==> config.mk <==
export PLATFORM = sky130hd
export DESIGN_NAME = lsu_mem_port_flat
export DESIGN_NICKNAME = d
export VERILOG_FILES = /design/src/rtl/lsu_mem_port_if.sv /design/src/rtl/lsu_mem_port.sv /design/src/flat_wrapper.sv
export SDC_FILE = /design/constraint.sdc
export NUM_CORES = 1
export LEC_CHECK = 0
export BUFFER_PORTS_ARGS = -buffer_cell sky130_fd_sc_hd__buf_2
export CAP_MARGIN = 20
export CELL_PAD_IN_SITES_DETAIL_PLACEMENT = 1
export CELL_PAD_IN_SITES_GLOBAL_PLACEMENT = 1
export CORE_ASPECT_RATIO = 0.6
export CORE_MARGIN = 1.5
export CORE_UTILIZATION = 30
export DETAILED_ROUTE_END_ITERATION = 8
export HOLD_SLACK_MARGIN = 0.08
export PLACE_DENSITY = 0.68
export SYNTH_ARGS = -nofsm -noshare
export SYNTH_HDL_FRONTEND = slang
export SYNTH_SLANG_ARGS = --single-unit
export TNS_END_PERCENT = 20
==> constraint.sdc <==
create_clock -name clk -period 2.45 [get_ports clk]
set_input_delay 0.3675 -clock clk [delete_from_list [all_inputs] [get_ports clk]]
set_output_delay 0.3675 -clock clk [all_outputs]
set_load 0.05 [all_outputs]
==> src/rtl/lsu_mem_port_if.sv <==
// Memory bus between the load/store unit (master) and the data memory (slave).
interface lsu_mem_port_if;
    logic        mem_req;
    logic [3:0]  mem_we;
    logic [31:0] mem_addr;
    logic [31:0] mem_wdata;
    logic        mem_gnt;
    logic        mem_rvalid;
    logic [31:0] mem_rdata;

    modport master (
        output mem_req,
        output mem_we,
        output mem_addr,
        output mem_wdata,
        input  mem_gnt,
        input  mem_rvalid,
        input  mem_rdata
    );

    modport slave (
        input  mem_req,
        input  mem_we,
        input  mem_addr,
        input  mem_wdata,
        output mem_gnt,
        output mem_rvalid,
        output mem_rdata
    );
endinterface

==> src/rtl/lsu_mem_port.sv <==
// Load/store unit memory port: accepts one pipeline access at a time, drives a
// req/gnt + rvalid memory bus, lane-shifts stores and extends loads.
// Optional: define LSU_MISALIGN_TRAP_EN to trap misaligned half/word accesses
// (no bus request, one-cycle misalign_err pulse) instead of issuing them.
module lsu_mem_port (
    input  logic                  clk,
    input  logic                  rst,
    input  logic                  valid,
    input  logic                  dmemen,
    input  logic [3:0]            dmemwe,
    input  logic [3:0]            LD_sel,
    input  logic [31:0]           addr,
    input  logic [31:0]           wdata,
    output logic                  stall,
    output logic [31:0]           rdata,
    output logic                  rdata_valid,
    output logic                  misalign_err,
    lsu_mem_port_if.master        bus
);

    typedef enum logic [1:0] {StIdle, StReq, StWaitR, StDone} state_e;

    state_e      state_q, state_d;
    logic [31:0] addr_q, addr_d;
    logic [3:0]  we_q, we_d;
    logic [31:0] wdata_q, wdata_d;
    logic        load_q, load_d;
    logic [3:0]  ld_sel_q, ld_sel_d;
    logic [1:0]  off_q, off_d;
    logic [31:0] rdata_q, rdata_d;
    logic        mis_q, mis_d;

    logic        accept;
    logic        is_load_in;
    logic [2:0]  size_in;
    logic        noop_in;
    logic        mis_in;
    logic [7:0]  we_shift;
    logic [31:0] rd_shift;
    logic [31:0] rd_ext;

    // Decode access size of the presented instruction; 0 marks an unsupported code.
    always_comb begin
        is_load_in = (dmemwe == 4'b0000);
        size_in    = 3'd0;
        if (is_load_in) begin
            case (LD_sel)
                4'b0001, 4'b0101: size_in = 3'd1;
                4'b0011, 4'b0111: size_in = 3'd2;
                4'b1111:          size_in = 3'd4;
                default:          size_in = 3'd0;
            endcase
        end else begin
            case (dmemwe)
                4'b0001: size_in = 3'd1;
                4'b0011: size_in = 3'd2;
                4'b1111: size_in = 3'd4;
                default: size_in = 3'd0;
            endcase
        end
        noop_in = (size_in == 3'd0);
`ifdef LSU_MISALIGN_TRAP_EN
        mis_in = ((size_in == 3'd2) && addr[0]) || ((size_in == 3'd4) && (addr[1:0] != 2'b00));
`else
        mis_in = 1'b0;
`endif
        we_shift = {4'b0000, dmemwe} << addr[1:0];
    end

    // Pick the addressed byte/half out of the returned word and extend it.
    always_comb begin
        rd_shift = bus.mem_rdata >> {off_q, 3'b000};
        case (ld_sel_q)
            4'b0001: rd_ext = {{24{rd_shift[7]}}, rd_shift[7:0]};
            4'b0011: rd_ext = {{16{rd_shift[15]}}, rd_shift[15:0]};
            4'b1111: rd_ext = rd_shift;
            4'b0101: rd_ext = {24'h000000, rd_shift[7:0]};
            4'b0111: rd_ext = {16'h0000, rd_shift[15:0]};
            default: rd_ext = 32'h0000_0000;
        endcase
    end

    assign accept = (state_q == StIdle) && valid && dmemen;

    // Next-state and datapath latching.
    always_comb begin
        state_d  = state_q;
        addr_d   = addr_q;
        we_d     = we_q;
        wdata_d  = wdata_q;
        load_d   = load_q;
        ld_sel_d = ld_sel_q;
        off_d    = off_q;
        rdata_d  = rdata_q;
        mis_d    = 1'b0;
        case (state_q)
            StIdle: begin
                if (accept) begin
                    addr_d   = {addr[31:2], 2'b00};
                    we_d     = (is_load_in || noop_in || mis_in) ? 4'b0000 : we_shift[3:0];
                    wdata_d  = wdata << {addr[1:0], 3'b000};
                    load_d   = is_load_in;
                    ld_sel_d = LD_sel;
                    off_d    = addr[1:0];
                    mis_d    = mis_in;
                    if (noop_in) begin
                        rdata_d = 32'h0000_0000;
                        state_d = StDone;
                    end else if (mis_in) begin
                        state_d = StDone;
                    end else begin
                        state_d = StReq;
                    end
                end
            end
            StReq: begin
                // rvalid arriving together with gnt belongs to nothing yet.
                if (bus.mem_gnt) begin
                    state_d = load_q ? StWaitR : StDone;
                end
            end
            StWaitR: begin
                if (bus.mem_rvalid) begin
                    rdata_d = rd_ext;
                    state_d = StDone;
                end
            end
            StDone: begin
                state_d = StIdle;
            end
            default: state_d = StIdle;
        endcase
    end

    // State and datapath registers with synchronous reset.
    always_ff @(posedge clk) begin
        if (rst) begin
            state_q  <= StIdle;
            addr_q   <= 32'h0000_0000;
            we_q     <= 4'b0000;
            wdata_q  <= 32'h0000_0000;
            load_q   <= 1'b0;
            ld_sel_q <= 4'b0000;
            off_q    <= 2'b00;
            rdata_q  <= 32'h0000_0000;
            mis_q    <= 1'b0;
        end else begin
            state_q  <= state_d;
            addr_q   <= addr_d;
            we_q     <= we_d;
            wdata_q  <= wdata_d;
            load_q   <= load_d;
            ld_sel_q <= ld_sel_d;
            off_q    <= off_d;
            rdata_q  <= rdata_d;
            mis_q    <= mis_d;
        end
    end

    // A trapped access reaches DONE exactly in its misalign_err cycle, so that pulse
    // also suppresses rdata_valid.
    assign stall = !rst && (accept || (state_q == StReq) || (state_q == StWaitR));
    assign bus.mem_req   = !rst && (state_q == StReq);
    assign bus.mem_we    = we_q;
    assign bus.mem_addr  = addr_q;
    assign bus.mem_wdata = wdata_q;
    assign rdata         = rdata_q;
    assign misalign_err  = mis_q;
    assign rdata_valid   = (state_q == StDone) && load_q && !mis_q;

endmodule

==> src/flat_wrapper.sv <==
// flat-port wrapper written by rule: the top's interface ports become plain ports
module lsu_mem_port_flat 
  (clk, rst, valid, dmemen, dmemwe, LD_sel, addr, wdata, stall, rdata, rdata_valid, misalign_err, bus_mem_req, bus_mem_we, bus_mem_addr, bus_mem_wdata, bus_mem_gnt, bus_mem_rvalid, bus_mem_rdata);
  lsu_mem_port_if bus_i ();
  input  logic clk;
  input  logic rst;
  input  logic valid;
  input  logic dmemen;
  input  logic [3:0] dmemwe;
  input  logic [3:0] LD_sel;
  input  logic [31:0] addr;
  input  logic [31:0] wdata;
  output logic stall;
  output logic [31:0] rdata;
  output logic rdata_valid;
  output logic misalign_err;
  output wire logic [$bits(bus_i.mem_req)-1:0] bus_mem_req;
  output wire logic [$bits(bus_i.mem_we)-1:0] bus_mem_we;
  output wire logic [$bits(bus_i.mem_addr)-1:0] bus_mem_addr;
  output wire logic [$bits(bus_i.mem_wdata)-1:0] bus_mem_wdata;
  input wire logic [$bits(bus_i.mem_gnt)-1:0] bus_mem_gnt;
  input wire logic [$bits(bus_i.mem_rvalid)-1:0] bus_mem_rvalid;
  input wire logic [$bits(bus_i.mem_rdata)-1:0] bus_mem_rdata;
  assign bus_mem_req = bus_i.mem_req;
  assign bus_mem_we = bus_i.mem_we;
  assign bus_mem_addr = bus_i.mem_addr;
  assign bus_mem_wdata = bus_i.mem_wdata;
  assign bus_i.mem_gnt = bus_mem_gnt;
  assign bus_i.mem_rvalid = bus_mem_rvalid;
  assign bus_i.mem_rdata = bus_mem_rdata;
  lsu_mem_port u_core (.clk(clk), .rst(rst), .valid(valid), .dmemen(dmemen), .dmemwe(dmemwe), .LD_sel(LD_sel), .addr(addr), .wdata(wdata), .stall(stall), .rdata(rdata), .rdata_valid(rdata_valid), .misalign_err(misalign_err), .bus(bus_i));
endmodule
==> reports/metrics.yaml, run 1 <==
drt:
  drt_pass1_iterations: 5
  viasPerCell: 5.08
  routed_wirelength_um: 18900
  postRouteAntennaNets: 0
  drc: 0
  drtIter0Drc: 241
  wl_per_cell_um: 18.1
  dr_total_vias: 5293
floorplanning:
  die_area_um2: 18500
  core_area_um2: 17200
  die_h_um: 106
  io_pins: 214
  placementRows: 37
  initial_core_util_pct: 30.8
  fp.dieW_um: 175
critical_path:
  cp_max_fo: 18
  worstPathRequired_ns: 2.64
  cp-start-kind: "flop"
  cpMaxStageDelayCell: "nor2_4"
  critical_path_class: "reg -> reg"
  path_cells: "inv_1, ha_1, nand3_4, nor2_4, a31o_2, a311oi_1"
  cp.arrival_ns: 2.40
  endpoint_kind: "flop"
  max_stage_delay_ns: 0.45
synth:
  ys_warn_count: 0
  syn_avg_cell_area_um2: 8.52
  ys_seq_elements: 107
  synth_cells: 622
  synth_top_area_share_pct: 40.4
  yosys_most_used_dff: "dfxtp_1"
  synth.area.top_cells: "dfxtp_1, mux2i_1, nand2_1, a21oi_1, a311oi_1"
  syn_area_um2: 5300
  synth_most_common_cell: "nand2_1"
  yosysSeqAreaShare_pct: 40.4
  synth_top_area_cell: "dfxtp_1"
  synth_edf_count: 0
  synth.top_cells.by_count: "nand2_1, dfxtp_1, a21oi_1"
  ys_async_sr_fraction_pct: 0
  ys_types: 47
layout:
  fin_cells: 1042
  nets: 917
  layout-drive-gt1-share_pct: 33.6
  area_growth_pct: 29.9
  final_util_pct: 39.9
sta:
  fmax_mhz: 453
  worst_pin_slew_ns: 0.761
  slew_headroom_pct: 49.3
  setup_violations: 0
  final.setup_skew_ns: 0.0110
  timing.final.crit_share_pct: 90.1
  rsz0062_at_grt: "no"
  period_minus_slack_ns: 2.21
  hold_violations: 0
  drv_slew: 0
clock_network:
  numCtsBuffers: 9
  worstSkewPairLatency_ns: 0.34
  cts_root_buf: "clkbuf_16"
  cts_buffer_depth: 2
  htreeDepth: 3
  cts_tree: "yes"
  clk_pin_slew_worst_paths_ns: 0.08
  clock_sinks: 107
global_routing:
  grt.overflow.total: 0
  grt_antenna_before_repair: 3
  grt_max_degree: 72
  grt_pass1_vias: 5311
  grt_usage_pct: 20.2
  grt_pass1_wl_um: 29500
flow_run:
  maxCapViolations: 0
outcome:
  status: "complete, no violations"
place:
  place_congestion: 0.841
  dp_hpwl_um: 14500
  dp_cells: 1023
  port_buffers: 210
pwr:
  irDropWorstVdd_v: 0.000417
  pwr_density_cell_nw_per_um2: 843
  p_leak_nw: 2.98
hold_path:
  hold_path.class: "in -> reg"
[through the flow]
step           hold WS [ns]  instance area (um2)  setup TNS, ns  total power [mW]  worst slack [ns]
2_1_floorplan         0.441                 5300              0              3.65            0.0966
3_3_place_gp          0.439                 6530              0              4.16             0.160
3_5_place_dp          0.449                 6530        -0.0526              4.25           -0.0105
4_1_cts               0.241                 6850              0              5.83             0.128
5_1_grt               0.251                 6880              0              6.10            0.0442
6_report              0.253                 6880              0              5.80             0.242
[layer usage]
metal	GRT usage [%]	part of all wire [%]
met5	0	0.13
met1	28.8	50
met4	3.36	0.74
met3	5.54	7.1
met2	30.6	42
[cell type report]
| type | instances | area, um2 |
|---|---|---|
| Clock inverter | 6 | 80.1 |
| Clock buffer | 10 | 239 |
| Timing Repair Buffer | 224 | 1180 |
| Tap cell | 234 | 293 |
| Antenna cell | 1 | 2.50 |
| Inverter | 6 | 22.5 |
| Multi-Input combinational cell | 454 | 2920 |
| Fill cell | 2077 | 10300 |
| Sequential cell | 107 | 2140 |
[report_power, final]
group	total, mW	leakage [nW]	switching, mW	internal [mW]
Clock	1.57	0.155	0.719	0.848
Sequential	2.07	0.869	0.130	1.94
Combinational	2.17	1.96	1.51	0.659
[timing repair]
item                                    CTS  global route
buffers inserted                          0             1
hold buffers                              0             0
cloned                                    0             0
endpoints found under the setup margin   20            16
resized for setup                         1             0
pin swaps                                 0             1
[state kept, by name, indices dropped and copies added (netlist names)]
| register | count |
|---|---|
| u_core.bus.mem_addr | 30 |
| u_core.bus.mem_wdata | 32 |
| u_core.bus.mem_we | 4 |
| u_core.ld_sel_q | 4 |
| u_core.load_q | 1 |
| u_core.off_q | 2 |
| u_core.rdata | 32 |
| u_core.state_q | 2 |
[cells by family after synthesis]
group | synth area share, %
AND/OR/NAND/NOR | 20.2
AO/OA/AOI/OAI | 19.8
adder cells (fa/ha/maj) | 1.18
multiplexers | 13.3
flip-flops | 40.4
other | 0.0708
buffers and inverters | 4.98
[path summary, 6_finish.rpt]
| check | cells after the start | from | slack [ns] | to |
|---|---|---|---|---|
| max | 6 | u_core.state_q[0] | 0.24 | u_core.rdata[16] |
| min | 3 | addr[31] | 0.25 | u_core.bus.mem_addr[31] |
| max reg2reg | 6 | u_core.state_q[0] | 0.24 | u_core.rdata[16] |
| min reg2reg | 2 | u_core.bus.mem_wdata[1] | 0.46 | u_core.bus.mem_wdata[1] |
[worst max-delay path: cells and delay by family, from the launching register on]
family                     cells  cell delay [ns]
AOI/OAI and AO/OA              2             0.61
DFF                            1             0.34
buffers and inverters          1             0.15
adders and majority gates      1             0.30
and+or+nand+nor                2             0.66
[placed cells by master (no fill, tap or decap), drive strengths merged, types with 11 or more instances in the layout]
| cell | netlist | layout |
|---|---|---|
| mux2 | 16 | 16 |
| buf | 19 | 224 |
| nand3b | 11 | 11 |
| a311oi | 33 | 33 |
| dfxtp | 107 | 107 |
| nand2b | 18 | 18 |
| nand2 | 118 | 118 |
| nor2 | 33 | 33 |
| nor3 | 18 | 18 |
| mux2i | 50 | 50 |
| o211ai | 16 | 16 |
| a21oi | 74 | 74 |
| nand3 | 11 | 11 |
(Power assumes the default switching activity.)
==> run 2: changes to the inputs <==
CAP_MARGIN = 30   (was 20)
RECOVER_POWER = 50   (was unset)
==> reports/metrics.yaml, run 2 (synthesis gave the netlist of run 1 again) <==
global_routing:
  grt_pass1_vias: 5311  # unchanged
  grt_usage_pct: 20.2  # unchanged
  grt_antenna_before_repair: 3  # unchanged
  grt.overflow.total: 0  # unchanged
  grt_pass1_wl_um: 29500  # unchanged
  grt_max_degree: 72  # unchanged
outcome:
  status: "complete, no violations"  # unchanged
clock_network:
  worstSkewPairLatency_ns: 0.34  # about the same
  cts_root_buf: "clkbuf_16"  # unchanged
  numCtsBuffers: 9  # unchanged
  cts_hold_buf: 0  # unchanged
  clk_pin_slew_worst_paths_ns: 0.08  # about the same
  htreeDepth: 3  # unchanged
  cts_buffer_depth: 2  # unchanged
  cts_tree: "yes"  # unchanged
  clock_sinks: 107  # unchanged
sta:
  slew_headroom_pct: 49.0  # was 49.3%
  drv_slew: 0  # unchanged
  period_minus_slack_ns: 2.22  # was 2.21 ns
  rsz0062_at_grt: "no"  # unchanged
  fmax_mhz: 450  # was 453 MHz
  setup_tns_ns: 0  # unchanged
  worst_pin_slew_ns: 0.765  # was 0.761 ns
  timing.final.crit_share_pct: 90.6  # was 90.1%
  setup_violations: 0  # unchanged
  hold_violations: 0  # unchanged
  final.setup_skew_ns: 0.0110  # about the same
floorplanning:
  die_area_um2: 18500  # unchanged
  placementRows: 37  # unchanged
  initial_core_util_pct: 30.8  # unchanged
  die_h_um: 106  # unchanged
  core_area_um2: 17200  # unchanged
  io_pins: 214  # unchanged
  fp.dieW_um: 175  # unchanged
pwr:
  irDropWorstVdd_v: 0.000413  # was 0.000417 V
  total_power_mw: 5.75  # was 5.80 mW
  p_leak_nw: 2.56  # was 2.98 nW
  pwr_density_cell_nw_per_um2: 852  # was 843 nW/um2
critical_path:
  cp-endpoint: "u_core.rdata[16]"  # unchanged
  worst_r2r_endpoint: "u_core.rdata[16]"  # unchanged
  worstReg2RegStart: "u_core.state_q[0]"  # unchanged
  cp.arrival_ns: 2.41  # was 2.40 ns
  crit_path_start: "u_core.state_q[0]"  # unchanged
  worstPathRequired_ns: 2.64  # about the same
  rrSetupSlack_ns: 0.23  # was 0.24 ns
  critical_path_class: "reg -> reg"  # unchanged
  r2r_cells: 6  # unchanged
  endpoint_kind: "flop"  # unchanged
  cp-start-kind: "flop"  # unchanged
  cp_max_fo: 18  # unchanged
drt:
  dr_total_vias: 5277  # was 5,293
  wl_per_cell_um: 18.2  # was 18.1 um
  viasPerCell: 5.06  # was 5.08
  postRouteAntennaNets: 0  # unchanged
  drc: 0  # unchanged
  drtIter0Drc: 244  # was 241
  routed_wirelength_um: 18900  # about the same
  drt_pass1_iterations: 4  # was 5
flow_run:
  maxCapViolations: 0  # unchanged
layout:
  final_common_cell: "nand2_1"  # was buf_2
  area_growth_pct: 27.5  # was 29.9%
  n_fill_cell: 2118  # was 2,077
  nets: 917  # unchanged
  layout_common_cells: "nand2_1, buf_2, dfxtp_1"  # was buf_2, nand2_1, dfxtp_1
  layout-drive-gt1-share_pct: 21.2  # was 33.6%
hold_path:
  min_from: "addr[3]"  # was addr[31]
  hold_depth: 3  # unchanged
  hold_path.class: "in -> reg"  # unchanged
place:
  dp_hpwl_um: 14500  # unchanged
  port_buffers: 210  # unchanged
  place_congestion: 0.841  # unchanged
run 2: cell count changes in the layout (fill, tap and decap cells not counted), sizes merged:
cell and change:
buf -99, clkbuf +99
run 2: final cells by class:
type	count	area, um2	area share, %
Antenna cell	1	2.50	0.0371
Timing Repair Buffer	224	1060	15.7
Clock inverter	6	80.1	1.19
Tap cell	234	293	4.33
Sequential cell	107	2140	31.7
Clock buffer	10	239	3.54
Inverter	6	22.5	0.333
Multi-Input combinational cell	454	2920	43.2
run 2: through the flow:
stage | hold WS (ns) | util (%) | cells | setup slack (ns) | area (um2)
2_1_floorplan | 0.441 | - | 624 | 0.0966 | 5300
3_3_place_gp | 0.439 | 37.9 | 1023 | 0.160 | 6530
3_5_place_dp | 0.449 | 37.9 | 1023 | -0.0105 | 6530
4_1_cts | 0.241 | 39.8 | 1039 | 0.128 | 6850
5_1_grt | 0.251 | 39.2 | 1041 | 0.0439 | 6750
6_report | 0.256 | 39.2 | 1042 | 0.230 | 6750
run 2: repair_timing:
item / 4_1_cts / 5_1_grt
pin swaps: 0 / 1
setup buffers: 0 / 1
endpoints found under the setup margin: 20 / 16
gates resized for setup: 1 / 0
run 2: report_power, final:
group,total (mW),switching (mW),internal [mW]
clock,1.56,0.714,0.848
combinational,2.12,1.51,0.611
sequential,2.07,0.133,1.94
total,5.75,2.36,3.40
run 2: per-layer routing:
metal | global-route usage, % | share of wire (%) | vias to the layer above
met5 | 0 | 0.13 | -
met4 | 3.36 | 0.74 | 4
met3 | 5.54 | 6.6 | 16
met2 | 30.6 | 42 | 137
met1 | 28.8 | 50 | 2551
li1 | - | - | 2569
run 2: worst min-delay path by stage:
stage / endpoint
5_1_grt: u_core.bus.mem_addr[31]
6_report: u_core.bus.mem_addr[3]
2_1_floorplan: u_core.load_q
4_1_cts: u_core.bus.mem_addr[31]
3_5_place_dp: u_core.bus.mem_we[2]
3_3_place_gp: u_core.bus.mem_addr[31]
run 2: worst max-delay path: stages, from the launching register on:
cell and delay, ns:
dfxtp_1 0.34, inv_1 0.15, ha_1 0.30, nand3_4 0.21, nor2_4 0.45, a31o_2 0.45, a311oi_1 0.16
==> run 3: changes to the inputs <==
CORE_UTILIZATION = 35   (was 30)
PLACE_DENSITY = 0.78   (was 0.68)
==> reports/metrics.yaml, run 3 (synthesis gave the netlist of run 1 again) <==
outcome:
  status: "complete, no violations"  # unchanged
pwr:
  p_switching_mw: 2.39  # was 2.36 mW
  p_int_mw: 3.26  # was 3.40 mW
  pwr_density_cell_nw_per_um2: 848  # was 852 nW/um2
  p_clk_share_pct: 25.9  # was 27.2%
  pwr-share-comb_pct: 37.5  # was 36.9%
  power_switching_share_pct: 42.3  # was 41.0%
  power.share.sequential_pct: 36.6  # was 36.0%
  irDropWorstVdd_v: 0.000360  # was 0.000413 V
  p_leak_nw: 2.54  # was 2.56 nW
place:
  preCtsSetupSlack_ns: 0.241  # was -0.0105 ns
  place_congestion: 0.852  # was 0.841
  dp_cells: 986  # was 1,023
  port_buffers: 210  # unchanged
  dp_hpwl_um: 14200  # was 14,500 um
  dpl_cell_area_um2: 6480  # was 6530 um2
clock_network:
  clock_sinks: 107  # unchanged
  post-cts-setup-buffer-count: 0  # unchanged
  cts_buffer_depth: 2  # unchanged
  clk_pin_slew_worst_paths_ns: 0.08  # about the same
  numCtsBuffers: 9  # unchanged
  cts_tree: "yes"  # unchanged
  worstSkewPairLatency_ns: 0.35  # was 0.34 ns
  post_cts_resized: 0  # was 1
  htreeDepth: 3  # unchanged
  cts_root_buf: "clkbuf_16"  # unchanged
  cts_hold_buf: 0  # unchanged
layout:
  layout-drive-gt1-share_pct: 21.1  # was 21.2%
  area_growth_pct: 25.6  # was 27.5%
  fin_area_um2: 6650  # was 6750 um2
  nets: 915  # was 917
  final_common_cell: "nand2_1"  # unchanged
  fin_cells: 1004  # was 1,042
  layout_common_cells: "nand2_1, buf_2, dfxtp_1"  # unchanged
drt:
  routed_wirelength_um: 18900  # about the same
  wl_per_cell_um: 18.9  # was 18.2 um
  drtIter0Drc: 238  # was 244
  drc: 0  # unchanged
  viasPerCell: 5.26  # was 5.06
  dr_total_vias: 5281  # was 5,277
  drt_pass1_iterations: 5  # was 4
  postRouteAntennaNets: 0  # unchanged
global_routing:
  grt_antenna_before_repair: 1  # was 3
  use_met1_pct: 33.0  # was 28.8%
  grt.overflow.total: 0  # unchanged
  top_usage_layer: "met2"  # unchanged
  grt_usage_pct: 23.7  # was 20.2%
  grt_pass1_vias: 5490  # was 5,311
  grt_max_degree: 83  # was 72
  grt_use_met3_pct: 7.26  # was 5.54%
  grt_pass1_wl_um: 29800  # was 29,500 um
  grt_util_met2_pct: 36.3  # was 30.6%
sta:
  fmax_mhz: 425  # was 450 MHz
  final.setup_skew_ns: 0.00916  # was 0.0110 ns
  setup_tns_ns: 0  # unchanged
  period_minus_slack_ns: 2.35  # was 2.22 ns
  setup_violations: 0  # unchanged
  rsz0062_at_grt: "no"  # unchanged
  fin_ws_ns: 0.0981  # was 0.230 ns
  worst_pin_slew_ns: 0.889  # was 0.765 ns
  timing.final.crit_share_pct: 96.0  # was 90.6%
  drv_slew: 0  # unchanged
  slew_headroom_pct: 40.7  # was 49.0%
  holdWs_ns: 0.253  # was 0.256 ns
  hold_violations: 0  # unchanged
critical_path:
  worst_r2r_endpoint: "u_core.rdata[28]"  # was u_core.rdata[16]
  critical_path_class: "reg -> out"  # was reg -> reg
  endpoint_kind: "output pin"  # was flop
  rrSetupSlack_ns: 0.22  # was 0.23 ns
  cp.arrival_ns: 1.98  # was 2.41 ns
  crit_path_start: "u_core.state_q[0]"  # unchanged
  worstPathRequired_ns: 2.08  # was 2.64 ns
  cp_max_fo: 12  # was 18
  cp-start-kind: "flop"  # unchanged
  r2r_cells: 6  # unchanged
  worstReg2RegStart: "u_core.state_q[0]"  # unchanged
floorplanning:
  initial_core_util_pct: 36.2  # was 30.8%
  fp.dieW_um: 162  # was 175 um
  core_area_um2: 14600  # was 17,200 um2
  placementRows: 34  # was 37
  die_h_um: 98.3  # was 106 um
  die_area_um2: 15900  # was 18,500 um2
  io_pins: 214  # unchanged
hold_path:
  min_from: "addr[19]"  # was addr[3]
  holdPathEnd: "u_core.bus.mem_addr[19]"  # was u_core.bus.mem_addr[3]
  hold_path.class: "in -> reg"  # unchanged
  hold_depth: 3  # unchanged
flow_run:
  maxCapViolations: 0  # unchanged
==> run 3: cell count changes in the layout (fill, tap and decap cells not counted), sizes merged <==
cell / previous run / this run
buf: 125 / 123
bufinv: 1 / 0
clkbuf: 109 / 108
clkinvlp: 1 / 2
inv: 10 / 11
==> run 3: metrics by stage <==
step | utilization (%) | power [mW]
after floorplan | - | 3.65
after global placement | 44.3 | 4.16
after detailed placement | 44.3 | 4.25
after CTS | 46.3 | 5.72
after global routing | 45.4 | 5.92
final | 45.5 | 5.64
==> run 3: metal layers <==
layer	routed length, um	up-vias
met3	1730	10
met2	8290	177
met5	0	-
li1	-	2575
met1	8800	2519
met4	106	0
==> run 3: worst max-delay path by stage <==
| stage | cells past startpoint | endpoint | slack, ns |
|---|---|---|---|
| 6_report | 5 | stall | 0.1 |
| 5_1_grt | 5 | stall | 0.01 |
| 4_1_cts | 5 | stall | 0.14 |
| 3_5_place_dp | 6 | u_core.rdata[28] | 0.24 |
| 3_3_place_gp | 6 | u_core.rdata[23] | 0.44 |
| 2_1_floorplan | 6 | stall | 0.1 |
==> run 3: worst max-delay path, cell delays in order (launching register included) <==
cell and delay, ns:
dfxtp_1 0.33, inv_1 0.15, ha_1 0.27, nand3_2 0.25, a21oi_1 0.32, buf_2 0.32
==> run 3: cell type report <==
class,instances,area (um2)
Fill cell,1844,7980
Multi-Input combinational cell,454,2900
Sequential cell,107,2140
Timing Repair Buffer,222,1040
Tap cell,198,248
Clock buffer,9,225
Clock inverter,7,66.3
Inverter,6,22.5
Antenna cell,1,2.50
==> run 3: power by group through the flow <==
stage / registers [mW] / logic, mW / clock network (mW)
2_1_floorplan: 2.66 / 0.994 / 0
3_3_place_gp: 2.09 / 2.07 / 0
3_5_place_dp: 2.10 / 2.15 / 0
4_1_cts: 2.06 / 2.16 / 1.50
5_1_grt: 2.09 / 2.27 / 1.57
6_report: 2.06 / 2.12 / 1.46
